[config.mk]
export PLATFORM = sky130hd
export DESIGN_NAME = tick_divider_prog
export DESIGN_NICKNAME = d
export VERILOG_FILES = /design/src/rtl/tick_div_pkg.sv /design/src/rtl/tick_divider_prog.sv
export SDC_FILE = /design/constraint.sdc
export NUM_CORES = 1
export LEC_CHECK = 0
export CORE_MARGIN = 2
export CORE_UTILIZATION = 51
export CTS_CLUSTER_DIAMETER = 60
export CTS_CLUSTER_SIZE = 28
export DETAILED_ROUTE_END_ITERATION = 8
export PLACE_DENSITY_LB_ADDON = 0.2
export SYNTH_ARGS = -nofsm -noshare
export SYNTH_HDL_FRONTEND = slang
export SYNTH_SLANG_ARGS = --single-unit
[constraint.sdc]
create_clock -name clk -period 4.01 [get_ports clk]
set_input_delay 0.802 -clock clk [delete_from_list [all_inputs] [get_ports clk]]
set_output_delay 0.802 -clock clk [all_outputs]
set_load 0.02 [all_outputs]
[src/rtl/tick_div_pkg.sv]
// Shared constants and types for the programmable tick divider.
package tick_div_pkg;

  localparam int TICK_WIDTH       = 16;
  localparam int TICK_DIV_DEFAULT = 100;

  typedef logic [TICK_WIDTH-1:0] div_t;

endpackage

[src/rtl/tick_divider_prog.sv]
// Programmable clock-enable generator: one-cycle tick every div_q enabled cycles.
// Optional square-wave output is built only when TICK_DIV_SQUARE_EN is defined.
module tick_divider_prog
  import tick_div_pkg::*;
#(
  parameter int WIDTH       = TICK_WIDTH,
  parameter int DIV_DEFAULT = TICK_DIV_DEFAULT
) (
  input  logic             clk,
  input  logic             rst,
  input  logic             en,
  input  logic             clr,
  input  logic             load,
  input  logic [WIDTH-1:0] div_in,
  output logic             tick,
  output logic [WIDTH-1:0] count,
  output logic [WIDTH-1:0] div_q,
  output logic             load_err,
  output logic             sq_out
);

  logic load_ok;
  logic load_bad;
  logic terminal;
  logic restart;

  // A zero divisor is rejected, so only a nonzero load restarts the phase.
  assign load_ok  = load && (div_in != '0);
  assign load_bad = load && (div_in == '0);
  assign restart  = clr || load_ok;
  assign terminal = (count == (div_q - WIDTH'(1)));

  always_ff @(posedge clk) begin
    if (rst) begin
      count <= '0;
      tick  <= 1'b0;
    end else if (restart) begin
      count <= '0;
      tick  <= 1'b0;
    end else if (en) begin
      if (terminal) begin
        count <= '0;
        tick  <= 1'b1;
      end else begin
        count <= count + WIDTH'(1);
        tick  <= 1'b0;
      end
    end else begin
      tick <= 1'b0;
    end
  end

  always_ff @(posedge clk) begin
    if (rst) begin
      div_q <= WIDTH'(DIV_DEFAULT);
    end else if (load_ok) begin
      div_q <= div_in;
    end
  end

  always_ff @(posedge clk) begin
    if (rst) begin
      load_err <= 1'b0;
    end else if (load_bad) begin
      load_err <= 1'b1;
    end
  end

`ifdef TICK_DIV_SQUARE_EN
  // Toggles on the same edge that raises tick, giving a period of 2*div_q.
  logic sq_q;

  always_ff @(posedge clk) begin
    if (rst || restart) begin
      sq_q <= 1'b0;
    end else if (en && terminal) begin
      sq_q <= ~sq_q;
    end
  end

  assign sq_out = sq_q;
`else
  assign sq_out = 1'b0;
`endif

endmodule

Word-level counts from Yosys, hierarchy flattened
Index checks and enable logic that the tools add are counted.
{"block": "op_classes", "n_addsub": 2, "mul": 0, "n_div": 0, "magnitude_cmp": 0, "n_eq_ne": 1, "shift": 0, "n_mux": 2, "bitwise_logic": 1, "n_reduce_logical": 7}
{"operator": "16-bit by 1-bit adder with 16-bit output, second input constant", "count": 1}
{"operator": "16-bit == test", "count": 1}
{"operator": "16-bit zero test", "count": 1}
{"operator": "16-bit 2-to-1 mux", "count": 1}
{"operator": "16-bit nonzero test", "count": 1}
{"operator": "16-bit by 1-bit subtractor with 16-bit output, second input constant", "count": 1}
{"operator": "3-bit OR reduction", "count": 1}
{"operator": "1-bit logical AND", "count": 2}
{"operator": "2-bit OR reduction", "count": 1}
{"operator": "1-bit logical OR", "count": 1}
{"operator": "1-bit 2-to-1 mux", "count": 1}
{"operator": "1-bit NOT", "count": 1}
{"block": "totals", "register_bits": 34, "latch_bits": 0, "ram_bits": 0, "rom_bits": 0, "inputBits": 21, "output_inout_bits": 35, "elab_cells": 17, "n_memories": 0}

Longest topological paths before layout
Gate-level depths: netlist of the first run.
{"block": "logic_depth", "depth_word": 4, "mapped_depth": 10, "depth_no_buf": 9}

Worst setup path after synthesis of the first run
OpenSTA, ideal clock, no wires.
{"block": "synth_path", "path_kind": "register to register", "from": "reg div_q[6]", "to": "reg count[9]", "setup_ps": 115, "arrival_ps": 2628, "path_slack_ps": 1267, "stages_incl_launch_ff": 10, "path_buffers": 2, "synth_period_minus_slack_ps": 2743, "cell_sequence": "dfxtp_1 -> buf_6 -> or4_4 -> or3_1 -> or4_1 -> a22oi_2 -> nand4_4 -> o21bai_4 -> buf_6 -> nor2_1"}
{"block": "synth_via", "elab_chain_cells": 3}
{"element": "start, declared", "line_no": "tick_divider_prog.sv:17", "text": "output logic [WIDTH-1:0] div_q,"}
{"element": "start signal, assigned", "line_no": "tick_divider_prog.sv:55", "text": "div_q <= WIDTH'(DIV_DEFAULT);"}
{"element": "start signal, assigned", "line_no": "tick_divider_prog.sv:57", "text": "div_q <= div_in;"}
{"element": "16-bit by 1-bit subtractor with 16-bit output", "line_no": "tick_divider_prog.sv:31", "text": "assign terminal = (count == (div_q - WIDTH'(1)));"}
{"element": "16-bit == test", "line_no": "tick_divider_prog.sv:31"}
{"element": "16-bit 2-to-1 mux", "line_no": "tick_divider_prog.sv:41", "text": "if (terminal) begin"}
{"element": "end signal, assigned", "line_no": "tick_divider_prog.sv:45", "text": "count <= count + WIDTH'(1);"}
{"element": "end, declared", "line_no": "tick_divider_prog.sv:16", "text": "output logic [WIDTH-1:0] count,"}
Every way passes these cells.
A chain may end at the register's enable or synchronous reset.

Worst setup path in the final report of the first run
{"block": "layout_path", "from": "reg div_q[6]", "to": "reg count[15]"}
Same word-level chain as after synthesis.

==> summary.txt, run 1 <==
Run status
  • Status: complete, no violations

CTS
  • # clock sinks: 34
  • Clk buf depth: 2
  • Post-CTS Setup Bufs: 0
  • Worst-Skew Late Latency: 280 ps
  • Root buffer cell: clkbuf_8
  • CTS Buf Count: 5
  • Clock slew at reported path FFs: 60 ps
  • Cts hold-fix bufs: 0
  • Post-CTS resize count: 0
  • Htree depth: 2
  • TritonCTS clock tree: built

Worst setup path
  • CP Max Fanout: 13
  • Crit end category: flop
  • Cell family with most CP delay: simple AND/OR/NAND/NOR gates
  • CP max stage cell: or4_4
  • Arr. time, crit path: 3000 ps
  • WS Path Type: reg2reg
  • Crit-path cells: or4_4 -> or3_1 -> or4_1 -> a22oi_2 -> nand4_4 -> o21bai_4 -> nor2_1
  • Worst Path Buf+Inv: 0
  • R2R setup slack: 1170 ps
  • WP data required: 4170 ps
  • Worst Setup Start Kind: flop
  • Critical R2R Capture: count[15]
  • Max stage delay on crit path: 600 ps
  • FF-to-FF path depth: 7
  • R2r startpoint: div_q[6]

Routing
  • Residual DRC: 0
  • DRT antenna net count: 0
  • Wire per inst: 13.2 um
  • Via-per-instance ratio: 5.44
  • DRT Pass-1 Iters: 4
  • Routed vias: 1,904
  • Routed WL: 4.63 mm
  • Initial DRC count: 122

STA
  • Setup Skew: 3.87 ps
  • Hold Slack: 480 ps
  • Fin. Hold Viols: 0
  • Final period utilization: 70.9%
  • Setup TNS: 0 ps
  • Unrepaired setup endpoints after global routing: no
  • Setup violations, final: 0
  • Slew margin rel.: 42.6%
  • Crit path time final: 2840 ps
  • Final Max Tran Viols: 0
  • Slew @ Worst Pin: 855 ps
  • Peak Freq: 0.352 GHz

Layout
  • Antenna cell count: 0
  • Share of cells above drive strength 1: 4.30%
  • Fillers: 340
  • Fin util: 70.4%
  • Nets: 325
  • Syn-to-layout area delta: 30.9%
  • Non-Filler Instances: 350

Synthesis
  • Commonest cells in the netlist: nand2_1 (42), dfxtp_1 (34), nor2_1 (24), a21oi_1 (21), xor2_1 (16)
  • Seq cells post-synth: 34
  • Synth warnings: 0
  • Syn Nets: 276
  • Syn Area/Cell: 7.84 sq um
  • Cell Area, Synth: 1980 sq um
  • Synth top area share: 34.3%
  • Area leader, netlist: dfxtp_1
  • Distinct cells, synth: 46
  • Count leader, synth: nand2_1
  • Top post-synthesis cells by area: dfxtp_1 (34%), nand2_1 (7.9%), xor2_1 (7.1%)
  • Asr flop ratio synth: 0%
  • Sequential element share of the synthesized area: 34.3%
  • Primary FF master, synth: dfxtp_1
  • Post-Synthesis Cells: 253
  • Post-synth EDFFs: 0

GRT
  • Gr usage total: 22.7%
  • Vias in the first global route: 1,727
  • Initial antenna violation count: 0
  • First-pass GRT wire length: 7.73 mm
  • Pin count of the biggest net entering global routing: 19
  • Final global-route overflow total: 0

Pwr
  • PD cells: 277 nW/um^2
  • LEAKAGE: 0.920 nW
  • Total Power: 0.719 mW
  • VDD IR max: 166 uV

Floorplan
  • Io pins: 56
  • Die W: 66.4 um
  • Num rows: 22
  • Die H: 66.4 um
  • Core Area: 3690 sq um
  • Initial core utilization: 53.8%
  • Die ar.: 4400 sq um

Worst hold path
  • Worst Hold Launch: load_err
  • Hold Crit Class: reg2reg
  • Hold path depth: 2
  • Hold EP: load_err

Place
  • GP Congestion: 0.813
  • Final HPWL DP: 3.59 mm
  • Port buffer count: 54
  • Placed Cells: 343

Run
  • Max-cap violations: 0
## worst reg2reg max path, stage by stage (launching register included)
cell      delay (ps)
dfxtp_1          400
or4_4            600
or3_1            370
or4_1            490
a22oi_2          250
nand4_4          180
o21bai_4         330
nor2_1           100
## cell usage in the layout (no fill, tap or decap), types with 2 or more instances in the layout
cell	synthesis	routed
clkdlybuf4s50_1	0	54
nand3_1	7	7
nand2_1	42	42
a31oi_1	3	3
and2_1	2	2
or4_1	3	3
clkbuf_1	8	2
o21ai_0	6	6
nor4_1	7	7
nor2_1	24	24
a21oi_1	21	21
ha_1	2	2
nor3_1	9	9
clkbuf_8	0	5
nand3b_1	5	5
xnor2_1	14	14
inv_1	6	6
and3_1	5	5
dfxtp_1	34	34
xor2_1	16	16
nand4_1	8	8
nor2b_1	2	2
or3_1	3	3
## worst max path at each step
| stage | startpoint | end | slack (ps) | depth (start not counted) |
|---|---|---|---|---|
| after floorplan | div_q[6] | count[9] | 1270 | 9 |
| after global placement | div_in[1] | count[15] | 980 | 7 |
| after detailed placement | div_in[1] | count[14] | 910 | 7 |
| after CTS | div_q[6] | count[15] | 1160 | 7 |
| after global routing | div_q[0] | count[8] | 920 | 9 |
| final | div_q[6] | count[15] | 1170 | 7 |
## layout make-up
cell class | count | area (sq um) | share of cell area (%)
inverter | 6 | 22.5 | 0.868
tap | 48 | 60.1 | 2.31
sequential | 34 | 681 | 26.2
timing repair buffer | 54 | 541 | 20.8
multi-input combinational | 201 | 1210 | 46.8
clock buffer | 7 | 76.3 | 2.94
## sequential cells by signal (all words and copies together) (netlist names)
name      cells
count        16
div_q        16
load_err      1
tick          1
## cell families (layout without fill, tap and decap cells)
logic type,count (synthesis),after routing,share of synthesized area [%]
and+or+nand+nor,129,129,34.1
AOI/OAI and AO/OA,39,39,12.5
DFF,34,34,34.3
xor gates and xnor gates,30,30,13.2
buffers and inverters,18,67,4.42
adders and majority gates,2,2,1.26
other,1,1,0.189
## power breakdown
part           switching [mW]  internal, mW
combinational          0.0614        0.0602
clock                   0.112         0.119
sequential             0.0182         0.347
total                   0.192         0.527
## through the flow
stage | setup WS [ps] | instance area [sq um]
2_1_floorplan | 1270 | 1980
3_3_place_gp | 983 | 2520
3_5_place_dp | 909 | 2520
4_1_cts | 1160 | 2590
5_1_grt | 916 | 2590
6_report | 1170 | 2590
## per-layer routing
metal,GRT usage (%),up-vias,part of all wire [%]
li1,-,981,-
met1,27.1,867,45
met2,38.4,52,48
met3,7.50,4,6.4
met4,6.89,0,1.0
met5,0,-,0
(Power assumes the default switching activity.)
==> run 2: changes to the inputs <==
--- a/config.mk
+++ b/config.mk
@@ -6,7 +6,7 @@
 export NUM_CORES = 1
 export LEC_CHECK = 0
 export CORE_MARGIN = 2
-export CORE_UTILIZATION = 51
+export CORE_UTILIZATION = 43
 export CTS_CLUSTER_DIAMETER = 60
 export CTS_CLUSTER_SIZE = 28
 export DETAILED_ROUTE_END_ITERATION = 8
==> constraint.sdc (replaced) <==
create_clock -name clk -period 2.6 [get_ports clk]
set_input_delay 0.52 -clock clk [delete_from_list [all_inputs] [get_ports clk]]
set_output_delay 0.52 -clock clk [all_outputs]
set_load 0.02 [all_outputs]
==> summary.txt, run 2 (synthesis results as in run 1) <==
Layout
  • Antenna cell count: 0 (unchanged)
  • Commonest non-fill, non-tap cell in the layout: clkdlybuf4s50_1 (unchanged)
  • Final instance area: 2900 sq um (was 2590 sq um)
  • Biggest regs: count x16, div_q x16 (unchanged)
  • Share of cells above drive strength 1: 16.9% (was 4.30%)
  • Syn-to-layout area delta: 46.1% (was 30.9%)
  • Most frequent cells in the layout: clkdlybuf4s50_1 (54), nand2_1 (42), dfxtp_1 (29) (was clkdlybuf4s50_1 (54), nand2_1 (42), dfxtp_1 (34))
  • Non-Filler Instances: 384 (was 350)
  • Nets: 354 (was 325)

STA
  • Crit path time final: 2600 ps (was 2840 ps)
  • Fin. Hold Viols: 0 (unchanged)
  • Final Max Tran Viols: 0 (unchanged)
  • Setup Skew: 2.38 ps (was 3.87 ps)
  • Setup violations, final: 0 (unchanged)
  • Setup WS post-layout: 1.93 ps (was 1170 ps)
  • Unrepaired setup endpoints after global routing: yes (was no)
  • Peak Freq: 0.385 GHz (was 0.352 GHz)
  • Setup TNS: 0 ps (unchanged)
  • Final period utilization: 99.9% (was 70.9%)
  • Hold Slack: 487 ps (was 480 ps)

CTS
  • Worst-Skew Late Latency: 280 ps (about the same)
  • CTS Buf Count: 5 (unchanged)
  • Clk buf depth: 2 (unchanged)
  • TritonCTS clock tree: built (unchanged)
  • Htree depth: 2 (unchanged)
  • Root buffer cell: clkbuf_8 (unchanged)
  • Clock slew at reported path FFs: 70 ps (was 60 ps)
  • Cts hold-fix bufs: 0 (unchanged)
  • # clock sinks: 34 (unchanged)

Worst setup path
  • WS Path Type: reg2reg (unchanged)
  • Worst Setup Start Kind: flop (unchanged)
  • CP Max Fanout: 12 (was 13)
  • Arr. time, crit path: 2780 ps (was 3000 ps)
  • Crit end category: flop (unchanged)
  • WP data required: 2780 ps (was 4170 ps)

GRT
  • Gr usage total: 20.8% (was 22.7%)
  • Vias in the first global route: 1,854 (was 1,727)
  • First-pass GRT wire length: 8.40 mm (was 7.73 mm)
  • Final global-route overflow total: 0 (unchanged)
  • Initial antenna violation count: 0 (unchanged)
  • Pin count of the biggest net entering global routing: 18 (was 19)

Pwr
  • VDD IR max: 246 uV (was 166 uV)
  • LEAKAGE: 1.09 nW (was 0.920 nW)
  • PD cells: 412 nW/um^2 (was 277 nW/um^2)

Floorplan
  • Core Area: 4380 sq um (was 3690 sq um)
  • Die H: 71.9 um (was 66.4 um)
  • Die ar.: 5170 sq um (was 4400 sq um)
  • Num rows: 24 (was 22)
  • Die W: 71.9 um (was 66.4 um)
  • Initial core utilization: 45.2% (was 53.8%)
  • Io pins: 56 (unchanged)

Routing
  • DRT Pass-1 Iters: 4 (unchanged)
  • Routed vias: 2,010 (was 1,904)
  • Via-per-instance ratio: 5.23 (was 5.44)
  • Initial DRC count: 96 (was 122)
  • Routed WL: 5.16 mm (was 4.63 mm)
  • DRT antenna net count: 0 (unchanged)
  • Residual DRC: 0 (unchanged)
  • Wire per inst: 13.4 um (was 13.2 um)

Worst hold path
  • Hold Crit Class: reg2reg (unchanged)

Place
  • Port buffer count: 54 (unchanged)
  • DP Area: 2730 sq um (was 2520 sq um)
  • Pre-CTS setup slack: -77.8 ps (was 909 ps)
  • Final HPWL DP: 3.94 mm (was 3.59 mm)
  • Placed Cells: 373 (was 343)
  • GP Congestion: 0.820 (was 0.813)

Run status
  • Status: complete, no violations (unchanged)

Run
  • Max-cap violations: 0 (unchanged)
## run 2: changes by cell type in the layout (fill, tap and decap cells not counted), moves of 2 or more
cell,change
buf_4,+27
dfxtp_1,-5
dfxtp_2,+3
dfxtp_4,+2
nor4_1,-2
nor4_2,+2
or4_1,-2
or4_4,+2
## run 2: layout make-up
cell class / instances / area (sq um)
fill: 411 / 1490
multi-input combinational: 201 / 1250
timing repair buffer: 83 / 774
sequential: 34 / 692
clock buffer: 7 / 86.3
tap: 52 / 65.1
inverter: 6 / 22.5
clock inverter: 1 / 5.00
## run 2: stage by stage
| stage | power, mW | utilization (%) |
|---|---|---|
| 4_1_cts | 1.20 | 65.1 |
| 2_1_floorplan | 0.686 | - |
| 3_5_place_dp | 0.798 | 62.4 |
| 3_3_place_gp | 0.796 | 62.4 |
| 5_1_grt | 1.25 | 66.1 |
| 6_report | 1.20 | 66.1 |
## run 2: per-layer routing
layer  wire, um  part of all wire, %  up-vias  track usage (%)
met5          0                    0        -                0
met4         91                  1.8        0             7.76
met3        271                  5.2        8             5.42
met2       2480                   48       53             34.8
met1       2320                   45      905             26.0
li1           -                    -     1044                -
## run 2: report_power, final
group	switching [mW]	total [mW]	internal [mW]
registers	0.0128	0.548	0.536
logic	0.123	0.251	0.128
clock network	0.182	0.396	0.213
total	0.319	1.20	0.877
## run 2: path summary, 6_finish.rpt
path	from	to	slack, ps	cells past startpoint
max	div_q[12]	count[4]	2	8
min	load_err	load_err	490	2
max reg2reg	div_q[12]	count[4]	2	8
min reg2reg	load_err	load_err	490	2
## run 2: critical path, cell delays in order (launching register included)
cell	delay, ps
dfxtp_2	320
or4_4	530
or3_4	380
or4_4	520
a22oi_2	210
nand4_4	150
o21bai_4	190
buf_12	150
nor2_1	50
## run 2: timing repair
action	in CTS	in global routing
pin swaps	1	3
setup endpoints to repair	13	17
buffers inserted	2	1
resized for setup	0	9
endpoints found under the hold margin	0	0
